### config.mk
export PLATFORM = sky130hd
export DESIGN_NAME = memory_arbiter_flat
export DESIGN_NICKNAME = d
export VERILOG_FILES = /design/src/rtl/memory_arbiter_if.sv /design/src/rtl/memory_arbiter.sv /design/src/flat_wrapper.sv
export SDC_FILE = /design/constraint.sdc
export NUM_CORES = 1
export LEC_CHECK = 0
export ABC_CLOCK_PERIOD_IN_PS = 2700
export BUFFER_PORTS_ARGS = -buffer_cell sky130_fd_sc_hd__buf_2
export CAP_MARGIN = 30
export CORE_MARGIN = 3
export CORE_UTILIZATION = 48
export DETAILED_ROUTE_END_ITERATION = 7
export GPL_TIMING_DRIVEN = 0
export PLACE_DENSITY = 0.89
export SKIP_LAST_GASP = 1
export SYNTH_ARGS = -nofsm -noshare
export SYNTH_HDL_FRONTEND = slang
export SYNTH_SLANG_ARGS = --single-unit
### constraint.sdc
create_clock -name clock -period 2.7 [get_ports clock]
set_clock_uncertainty 0.1 [all_clocks]
set_input_delay 0.405 -clock clock [delete_from_list [all_inputs] [get_ports clock]]
set_output_delay 0.405 -clock clock [all_outputs]
set_load 0.005 [all_outputs]
### src/rtl/memory_arbiter_if.sv
// Bus bundle between the instruction/data clients, the arbiter and the memory.
//
// Handshake: a client raises *_req with its fields stable and holds them until
// the cycle in which the arbiter raises the matching *_ready. That cycle is the
// transfer. The response is a single-cycle *_rvalid pulse on the same port.
// A request dropped before ready is simply never transferred.
interface memory_arbiter_if #(
  parameter int ADDR_W = 32,
  parameter int DATA_W = 32
);
  logic              i_req;
  logic [ADDR_W-1:0] i_addr;
  logic              i_ready;
  logic              i_rvalid;
  logic [DATA_W-1:0] i_rdata;

  logic              d_req;
  logic              d_we;
  logic [ADDR_W-1:0] d_addr;
  logic [DATA_W-1:0] d_wdata;
  logic [2:0]        d_len;
  logic              d_ready;
  logic              d_rvalid;
  logic [DATA_W-1:0] d_rdata;

  logic              mem_en;
  logic              mem_we;
  logic [ADDR_W-1:0] mem_addr;
  logic [DATA_W-1:0] mem_wdata;
  logic [2:0]        mem_len;
  logic [DATA_W-1:0] mem_rdata;

  logic              busy;

  modport slave (
    input  i_req, i_addr, d_req, d_we, d_addr, d_wdata, d_len, mem_rdata,
    output i_ready, i_rvalid, i_rdata, d_ready, d_rvalid, d_rdata,
           mem_en, mem_we, mem_addr, mem_wdata, mem_len, busy
  );

  modport master (
    output i_req, i_addr, d_req, d_we, d_addr, d_wdata, d_len, mem_rdata,
    input  i_ready, i_rvalid, i_rdata, d_ready, d_rvalid, d_rdata,
           mem_en, mem_we, mem_addr, mem_wdata, mem_len, busy
  );
endinterface

### src/rtl/memory_arbiter.sv
// Two-port (instruction fetch / data) arbiter in front of a single fixed-latency
// memory. One access in flight at a time; data has priority except when the
// instruction port has lost STARVE_LIMIT contested grants in a row.
module memory_arbiter #(
  parameter int ADDR_W       = 32,
  parameter int DATA_W       = 32,
  parameter int MEM_LATENCY  = 1,
  parameter int STARVE_LIMIT = 4
) (
  input  logic            clock,
  input  logic            reset_n,
  memory_arbiter_if.slave bus,
  output logic [1:0]      dbg_state
);
  typedef enum logic [1:0] {IDLE = 2'd0, ISSUE = 2'd1, WAIT = 2'd2, RESP = 2'd3} state_t;

  localparam logic [3:0] LAT_INIT   = 4'(MEM_LATENCY - 1);
  localparam logic [3:0] STARVE_MAX = 4'(STARVE_LIMIT);

  state_t            state_q, state_d;
  logic [3:0]        starve_q, starve_d;
  logic [3:0]        lat_q, lat_d;
  logic              owner_q, owner_d;   // 0 = instruction, 1 = data
  logic              we_q, we_d;
  logic [ADDR_W-1:0] addr_q, addr_d;
  logic [DATA_W-1:0] wdata_q, wdata_d;
  logic [2:0]        len_q, len_d;
  logic [DATA_W-1:0] i_rdata_q, i_rdata_d;
  logic [DATA_W-1:0] d_rdata_q, d_rdata_d;
  logic              accept_win;
  logic              grant_i, grant_d;

  // Arbitration: ready only in IDLE/RESP, never both; gated by reset so the
  // ready outputs drop the instant reset asserts.
  always_comb begin
    grant_i    = 1'b0;
    grant_d    = 1'b0;
    accept_win = reset_n && ((state_q == IDLE) || (state_q == RESP));
    if (accept_win) begin
      if (bus.i_req && bus.d_req) begin
        if (starve_q == STARVE_MAX) grant_i = 1'b1;
        else                        grant_d = 1'b1;
      end else if (bus.i_req) begin
        grant_i = 1'b1;
      end else if (bus.d_req) begin
        grant_d = 1'b1;
      end
    end
  end

  // Next-state, capture and starvation bookkeeping.
  always_comb begin
    state_d   = state_q;
    starve_d  = starve_q;
    lat_d     = lat_q;
    owner_d   = owner_q;
    we_d      = we_q;
    addr_d    = addr_q;
    wdata_d   = wdata_q;
    len_d     = len_q;
    i_rdata_d = i_rdata_q;
    d_rdata_d = d_rdata_q;
    case (state_q)
      IDLE:  state_d = IDLE;
      // The strobe cycle always passes through WAIT, which samples memory once
      // the counter is exhausted; with latency 1 that is the very next cycle.
      ISSUE: begin
        lat_d   = LAT_INIT;
        state_d = WAIT;
      end
      WAIT: begin
        if (lat_q == 4'd0) begin
          if (!owner_q) i_rdata_d = bus.mem_rdata;
          else          d_rdata_d = we_q ? '0 : bus.mem_rdata;
          state_d = RESP;
        end else begin
          lat_d = lat_q - 4'd1;
        end
      end
      RESP:    state_d = IDLE;
      default: state_d = IDLE;
    endcase
    if (grant_i) begin
      owner_d  = 1'b0;
      we_d     = 1'b0;
      addr_d   = bus.i_addr;
      wdata_d  = '0;
      len_d    = 3'b010;
      starve_d = 4'd0;
      state_d  = ISSUE;
    end else if (grant_d) begin
      owner_d  = 1'b1;
      we_d     = bus.d_we;
      addr_d   = bus.d_addr;
      wdata_d  = bus.d_wdata;
      len_d    = bus.d_len;
      if (!bus.i_req)                starve_d = 4'd0;
      else if (starve_q != STARVE_MAX) starve_d = starve_q + 4'd1;
      state_d  = ISSUE;
    end
  end

  // State and captured-field registers, cleared asynchronously.
  always_ff @(posedge clock or negedge reset_n) begin
    if (!reset_n) begin
      state_q   <= IDLE;
      starve_q  <= 4'd0;
      lat_q     <= 4'd0;
      owner_q   <= 1'b0;
      we_q      <= 1'b0;
      addr_q    <= '0;
      wdata_q   <= '0;
      len_q     <= 3'd0;
      i_rdata_q <= '0;
      d_rdata_q <= '0;
    end else begin
      state_q   <= state_d;
      starve_q  <= starve_d;
      lat_q     <= lat_d;
      owner_q   <= owner_d;
      we_q      <= we_d;
      addr_q    <= addr_d;
      wdata_q   <= wdata_d;
      len_q     <= len_d;
      i_rdata_q <= i_rdata_d;
      d_rdata_q <= d_rdata_d;
    end
  end

  assign bus.i_ready   = grant_i;
  assign bus.d_ready   = grant_d;
  assign bus.i_rvalid  = (state_q == RESP) && !owner_q;
  assign bus.d_rvalid  = (state_q == RESP) && owner_q;
  assign bus.i_rdata   = i_rdata_q;
  assign bus.d_rdata   = d_rdata_q;
  assign bus.mem_en    = (state_q == ISSUE);
  assign bus.mem_we    = we_q;
  assign bus.mem_addr  = addr_q;
  assign bus.mem_wdata = wdata_q;
  assign bus.mem_len   = len_q;
  assign bus.busy      = (state_q != IDLE);
  assign dbg_state     = state_q;
endmodule

### src/flat_wrapper.sv
// flat-port wrapper written by rule: the top's interface ports become plain ports
module memory_arbiter_flat 
#(
  parameter int ADDR_W       = 32,
  parameter int DATA_W       = 32,
  parameter int MEM_LATENCY  = 1,
  parameter int STARVE_LIMIT = 4
)
  (clock, reset_n, dbg_state, bus_i_req, bus_i_addr, bus_d_req, bus_d_we, bus_d_addr, bus_d_wdata, bus_d_len, bus_mem_rdata, bus_i_ready, bus_i_rvalid, bus_i_rdata, bus_d_ready, bus_d_rvalid, bus_d_rdata, bus_mem_en, bus_mem_we, bus_mem_addr, bus_mem_wdata, bus_mem_len, bus_busy);
  memory_arbiter_if #(.ADDR_W(ADDR_W), .DATA_W(DATA_W)) bus_i ();
  input  logic clock;
  input  logic reset_n;
  output logic [1:0] dbg_state;
  input wire logic [$bits(bus_i.i_req)-1:0] bus_i_req;
  input wire logic [$bits(bus_i.i_addr)-1:0] bus_i_addr;
  input wire logic [$bits(bus_i.d_req)-1:0] bus_d_req;
  input wire logic [$bits(bus_i.d_we)-1:0] bus_d_we;
  input wire logic [$bits(bus_i.d_addr)-1:0] bus_d_addr;
  input wire logic [$bits(bus_i.d_wdata)-1:0] bus_d_wdata;
  input wire logic [$bits(bus_i.d_len)-1:0] bus_d_len;
  input wire logic [$bits(bus_i.mem_rdata)-1:0] bus_mem_rdata;
  output wire logic [$bits(bus_i.i_ready)-1:0] bus_i_ready;
  output wire logic [$bits(bus_i.i_rvalid)-1:0] bus_i_rvalid;
  output wire logic [$bits(bus_i.i_rdata)-1:0] bus_i_rdata;
  output wire logic [$bits(bus_i.d_ready)-1:0] bus_d_ready;
  output wire logic [$bits(bus_i.d_rvalid)-1:0] bus_d_rvalid;
  output wire logic [$bits(bus_i.d_rdata)-1:0] bus_d_rdata;
  output wire logic [$bits(bus_i.mem_en)-1:0] bus_mem_en;
  output wire logic [$bits(bus_i.mem_we)-1:0] bus_mem_we;
  output wire logic [$bits(bus_i.mem_addr)-1:0] bus_mem_addr;
  output wire logic [$bits(bus_i.mem_wdata)-1:0] bus_mem_wdata;
  output wire logic [$bits(bus_i.mem_len)-1:0] bus_mem_len;
  output wire logic [$bits(bus_i.busy)-1:0] bus_busy;
  assign bus_i.i_req = bus_i_req;
  assign bus_i.i_addr = bus_i_addr;
  assign bus_i.d_req = bus_d_req;
  assign bus_i.d_we = bus_d_we;
  assign bus_i.d_addr = bus_d_addr;
  assign bus_i.d_wdata = bus_d_wdata;
  assign bus_i.d_len = bus_d_len;
  assign bus_i.mem_rdata = bus_mem_rdata;
  assign bus_i_ready = bus_i.i_ready;
  assign bus_i_rvalid = bus_i.i_rvalid;
  assign bus_i_rdata = bus_i.i_rdata;
  assign bus_d_ready = bus_i.d_ready;
  assign bus_d_rvalid = bus_i.d_rvalid;
  assign bus_d_rdata = bus_i.d_rdata;
  assign bus_mem_en = bus_i.mem_en;
  assign bus_mem_we = bus_i.mem_we;
  assign bus_mem_addr = bus_i.mem_addr;
  assign bus_mem_wdata = bus_i.mem_wdata;
  assign bus_mem_len = bus_i.mem_len;
  assign bus_busy = bus_i.busy;
  memory_arbiter #(.ADDR_W(ADDR_W), .DATA_W(DATA_W), .MEM_LATENCY(MEM_LATENCY), .STARVE_LIMIT(STARVE_LIMIT)) u_core (.clock(clock), .reset_n(reset_n), .bus(bus_i), .dbg_state(dbg_state));
endmodule
### Yosys cells after proc, flatten, opt, wreduce, memory -nomap -nowiden

Index checks and enable logic that the tools add are counted.

* output and inout port bits: 140
* flip-flop bits (word level): 143
* logic and storage cells: 67
* input port bits: 136

* add/subtract/negate cells: 2
* bitwise operators: 1
* eq/ne operators: 8
* reductions and logical operators: 16
* muxes and demuxes: 30

Operators with widths (number)
* $mux W32: 5
* $mux W4: 5
* $mux W1: 13
* $ne A4 B3 Y1 const B: 2
* $pmux W4 S2: 1
* $mux W2: 3
* $mux W3: 2
* $pmux W2 S3: 1
* $reduce_and A3 Y1: 2
* $reduce_bool A2 Y1: 3
* $add A4 B1 Y4 const B: 1
* $eq A2 B2 Y1 const B: 2
* $eq A4 B3 Y1 const B: 1
* $logic_and A1 B1 Y1: 4
* $logic_not A4 Y1: 1
* $reduce_and A2 Y1: 2
* $sub A4 B1 Y4 const B: 1
* $ne A3 B1 Y1 const B: 1
* $eq A2 B1 Y1 const B: 1
* $logic_not A2 Y1: 1
* $ne A2 B2 Y1 const B: 1
* $reduce_or A2 Y1: 1
* $logic_not A1 Y1: 1
* $logic_or A1 B1 Y1: 1
* $not A1 Y1: 1

### Depth between registers and ports, before layout

* word-level depth: 6
* depth in mapped cells: 8

### Worst setup path after synthesis

OpenSTA, ideal clock, no wires.

* path type: reg-to-reg
* start point: register u_core.lat_q[0]
* end point: register u_core.i_rdata_q[0] (netlist: u_core.bus.i_rdata[0])
* path buffers: 2
* data required time: 2.475 ns
* cell stages (with the launch flop): 8
* data arrival time: 1.895 ns
* setup slack: 0.580 ns
* path through: dfrtp_1 -> inv_1 -> ha_1 -> or3b_1 -> buf_2 -> nor3b_4 -> buf_6 -> mux2_2

* word-level cells in the longest chain between the ends: 2

RTL lines
* from (decl): RTL line memory_arbiter.sv:22 `logic [3:0] lat_q, lat_d;`
* from (signal assigned): RTL line memory_arbiter.sv:119 `lat_q <= lat_d;`
* $logic_not A4 Y1: RTL line memory_arbiter.sv:72 `if (lat_q == 4'd0) begin`
* $reduce_and A3 Y1 (no source line)
* to (signal assigned): RTL line memory_arbiter.sv:125 `i_rdata_q <= i_rdata_d;`
* to (decl): RTL line memory_arbiter.sv:28 `logic [DATA_W-1:0] i_rdata_q, i_rdata_d;`

Every way passes these cells.
A chain may end at the register's enable or synchronous reset.

### Final worst setup path

* start point: register u_core.state_q[1] (netlist: u_core.dbg_state[1])
* end point: output bus_d_ready

* word-level cells in the longest chain between the ends: 4
* elaborated cells between the ends (all ways): 5

RTL lines
* from (decl): RTL line memory_arbiter.sv:20 `state_t state_q, state_d;`
* from (signal assigned): RTL line memory_arbiter.sv:117 `state_q <= state_d;`
* $eq A2 B2 Y1 or $logic_not A2 Y1 (tied branches): RTL line memory_arbiter.sv:38 `accept_win = reset_n && ((state_q == IDLE) || (state_q == RESP));`
* $logic_or A1 B1 Y1 (*): RTL line memory_arbiter.sv:38
* $logic_and A1 B1 Y1 (*): RTL line memory_arbiter.sv:38
* $mux W1 (*): RTL line memory_arbiter.sv:39 `if (accept_win) begin`
* to (decl): RTL line flat_wrapper.sv:25 `output wire logic [$bits(bus_i.d_ready)-1:0] bus_d_ready;`

Mark *: on every way between the ends. The rest lies on a longest branch, timed or not.

==> impl_results.md <==
* Total Nets Final at 983
* Filler cells at 959
* Ys async rst share at 1.000
* Tot Pwr at 9.919 mW
* CP endpoint: bus_d_ready
* Worst path slowest cell: dfrtp_1
* HPWL Detailed at 13.09 mm
* I/O Pins at 276
* R2R depth at 8
* Worst slew pin tran at 0.6785 ns
* CTS root buf: clkbuf_16
* ANT cells at 0
* Final Hold Viols at 68
* Worst R2R End: u_core.bus.mem_wdata[4]
* Internal power at 6.573 mW
* CP max stage delay at 0.36 ns
* Net switching power at 3.346 mW
* Max Root-Sink Buffers at 2
* Failing checks: negative hold slack
* Starting density of the core at 0.5044
* Clock sink count at 143
* Hold Crit Class: input pin to async pin
* Syn Area/Cell at 12.03 sq um
* Pre-antenna DRT Iters at 6
* Share of cells above drive strength 1 at 0.4531
* Crit Reg-Reg Startpoint: u_core.dbg_state[1]
* WP depth at 7
* Critical path origin: u_core.dbg_state[1]
* H-Tree Depth at 4
* Seq pwr share at 0.387
* Via density per instance at 5.296
* Tmin final at 2.579 ns
* FF/Latch Area at 3578 sq um
* CTS buffer count at 17
* Total Routing Usage GR at 0.2358
* Total core area at 12930 sq um
* Unrepaired setup endpoints after global routing: no
* Register bit total from synthesis at 143
* Full die area at 15020 sq um
* WP data required at 2.19 ns
* Post-route cell area at 8746 sq um
* CP max FO at 10
* Power Density at 1134 nW/um^2
* Die height at 122.5 um
* Placed instance area at 8140 sq um
* Die Wd at 122.5 um
* M3 GR Usage at 0.06774
* Critical Path, Cell by Cell: inv_1 -> ha_1 -> nor2b_1 -> clkbuf_4 -> and3_2 -> buf_4 -> buf_2
* Clock Power Share at 0.229
* Area Overhead vs Synth at 34.14%
* EDFF count, synth at 0
* Drc violations at 0
* Comb pwr share at 0.384
* Final number of setup-violating endpoints at 0
* MaxCap Viol Count at 0
* Initial antenna violation count at 0
* Global-route wire length before repair at 27.64 mm
* Peak Freq at 387.7 MHz
* Hold slack at -0.1022 ns
* Ys Warns at 0
* # rows at 41
* Sequential share of the synthesized area at 0.5488
* Crit end category: output port
* Sw Ratio at 0.3373
* Detailed Route WL at 17.56 mm
* Met2 usage at 0.4030
* CTS tree: built
* Most Crowded Layer GR: met2
* Vias at 5423
* Setup slack, reg-to-reg at 0.30 ns
* GP Congestion at 0.8148
* Slew Limit Fails at 0
* Cell count after placement at 989
* Most frequent cells in the layout: 279 x buf_2, 143 x dfrtp_1, 64 x mux2_2
* Syn nets at 686
* Post-route insts no fill at 1024
* Met1 Track Usage GR at 0.2894
* Crit path buf inv count at 4
* Rel. slew slack at 0.5476
* CP top delay family: buffers and inverters
* Worst Path Arrival at 2.07 ns
* Synth Instances at 542
* Final worst-path cycle share at 0.9553
* Routed wire per std cell at 17.15 um
* Vias in the first global route at 5449
* Setup TNS at 0 ns
* Critical path class: flip-flop to output port
* Total gr overflow at 0
* Detail Route Antenna Nets at 0
* Pleak at 4.684 nW
* Netlist Area Pre-Place at 6520 sq um
* Worst VDD drop at 491.0 uV
* Netlist cell types at 38
* Initial drt markers at 344
* Commonest non-fill, non-tap cell in the layout: buf_2
* Worst-path clk slew at 0.06 ns
* Top FF cell, synth: dfrtp_1
* Critical path startpoint category: flip-flop
* Largest net degree at the start of global routing at 76
* Latest clock arrival within the worst-skew pair at 0.42 ns
* Port bufs at 274
* Area of the multi-input gates at 2608 sq um
* Run status: finished, violations left
worst min-delay path by stage:
stage               cells past startpoint  slack (ns)                  endpoint                      from
finish                                  1       -0.10     u_core.bus.i_rdata[2]                   reset_n
global placement                        1        0.38  u_core.bus.mem_wdata[25]  u_core.bus.mem_wdata[25]
detailed placement                      1        0.36     u_core.bus.i_rdata[6]                   reset_n
global route                            1       -0.05     u_core.bus.d_rdata[9]                   reset_n
CTS                                     1       -0.09     u_core.bus.i_rdata[6]                   reset_n
floorplan                               0       0.009     u_core.bus.d_rdata[0]                   reset_n
worst register-to-register path: cells and delay by family, from the launching register on:
kind	cells	cell delay (ns)
simple gates	1	0.07
compound gates	2	0.37
flops	1	0.36
fa+ha+maj	1	0.38
buf+inv	4	1.07
cell usage after synthesis, types with 3 or more instances:
| library cell | count | area (sq um) |
|---|---|---|
| ha_1 | 8 | 100.1 |
| nand3b_1 | 4 | 30.03 |
| buf_2 | 7 | 35.03 |
| nand3_1 | 4 | 20.02 |
| nor2b_1 | 35 | 219.0 |
| a21oi_1 | 3 | 15.01 |
| buf_1 | 8 | 30.03 |
| nand2b_1 | 36 | 225.2 |
| mux2i_1 | 34 | 340.3 |
| dfrtp_1 | 143 | 3578 |
| buf_6 | 3 | 33.78 |
| inv_1 | 42 | 157.7 |
| a22o_1 | 35 | 306.5 |
| mux2_2 | 64 | 720.7 |
| and3_1 | 3 | 18.77 |
| o21ai_0 | 3 | 15.01 |
| nand2_1 | 3 | 11.26 |
| nor2_1 | 34 | 127.6 |
| a221oi_1 | 32 | 280.3 |
| clkbuf_1 | 21 | 78.83 |
| a32o_1 | 3 | 30.03 |
power by group through the flow:
stage               logic, mW  registers, mW  clock network, mW
floorplan                1.93           3.87                  0
global placement         3.65           3.79                  0
detailed placement       3.80           3.85                  0
CTS                      3.85           3.83               2.30
global route             4.22           3.94               2.41
finish                   3.81           3.84               2.27
what timing repair did:
item / CTS / global route
endpoints found under the hold margin: 68 / 68
gates resized for setup: 4 / 6
endpoints found under the setup margin: 3 / 11
setup buffers: 2 / 1
cell families (layout without fill, tap and decap cells):
kind of cell,count (synthesis),after routing,synth area share
AO/OA/AOI/OAI,84,84,0.1088
adder cells (fa/ha/maj),8,8,0.01535
buffers and inverters,81,391,0.05143
flip-flops,143,143,0.5488
multiplexers,98,98,0.1627
AND/OR/NAND/NOR,128,128,0.1128
routing by layer:
layer,part of all wire,wire [um],vias to the layer above
met5,0,0,-
met4,0.015,258,0
met3,0.082,1441,27
met2,0.50,8857,247
met1,0.40,7001,2647
li1,-,-,2502
area by class of cell:
class | count | area share
Timing Repair Buffer | 278 | 0.1632
Sequential cell | 143 | 0.4092
Clock buffer | 20 | 0.04993
Clock inverter | 12 | 0.01531
Inverter | 42 | 0.01803
Multi-Input combinational cell | 318 | 0.2981
Buffer | 39 | 0.02160
Tap cell | 172 | 0.02461
flip-flops by register name (all words and copies together), names as in the netlist:
signal / count
u_core.bus.mem_addr: 32
u_core.bus.mem_len: 3
u_core.bus.i_rdata: 32
u_core.owner_q: 1
u_core.bus.mem_wdata: 32
u_core.bus.mem_we: 1
u_core.bus.d_rdata: 32
u_core.starve_q: 4
u_core.dbg_state: 2
u_core.lat_q: 4
metrics by stage:
step / util / setup slack (ns)
after global placement: 0.6271 / -2.015
after detailed placement: 0.6297 / -0.08259
after floorplan: - / 0.5804
after global routing: 0.6765 / 0.01406
final: 0.6765 / 0.1207
after CTS: 0.6755 / 0.04504
Power figures use the tool's default switching activity.
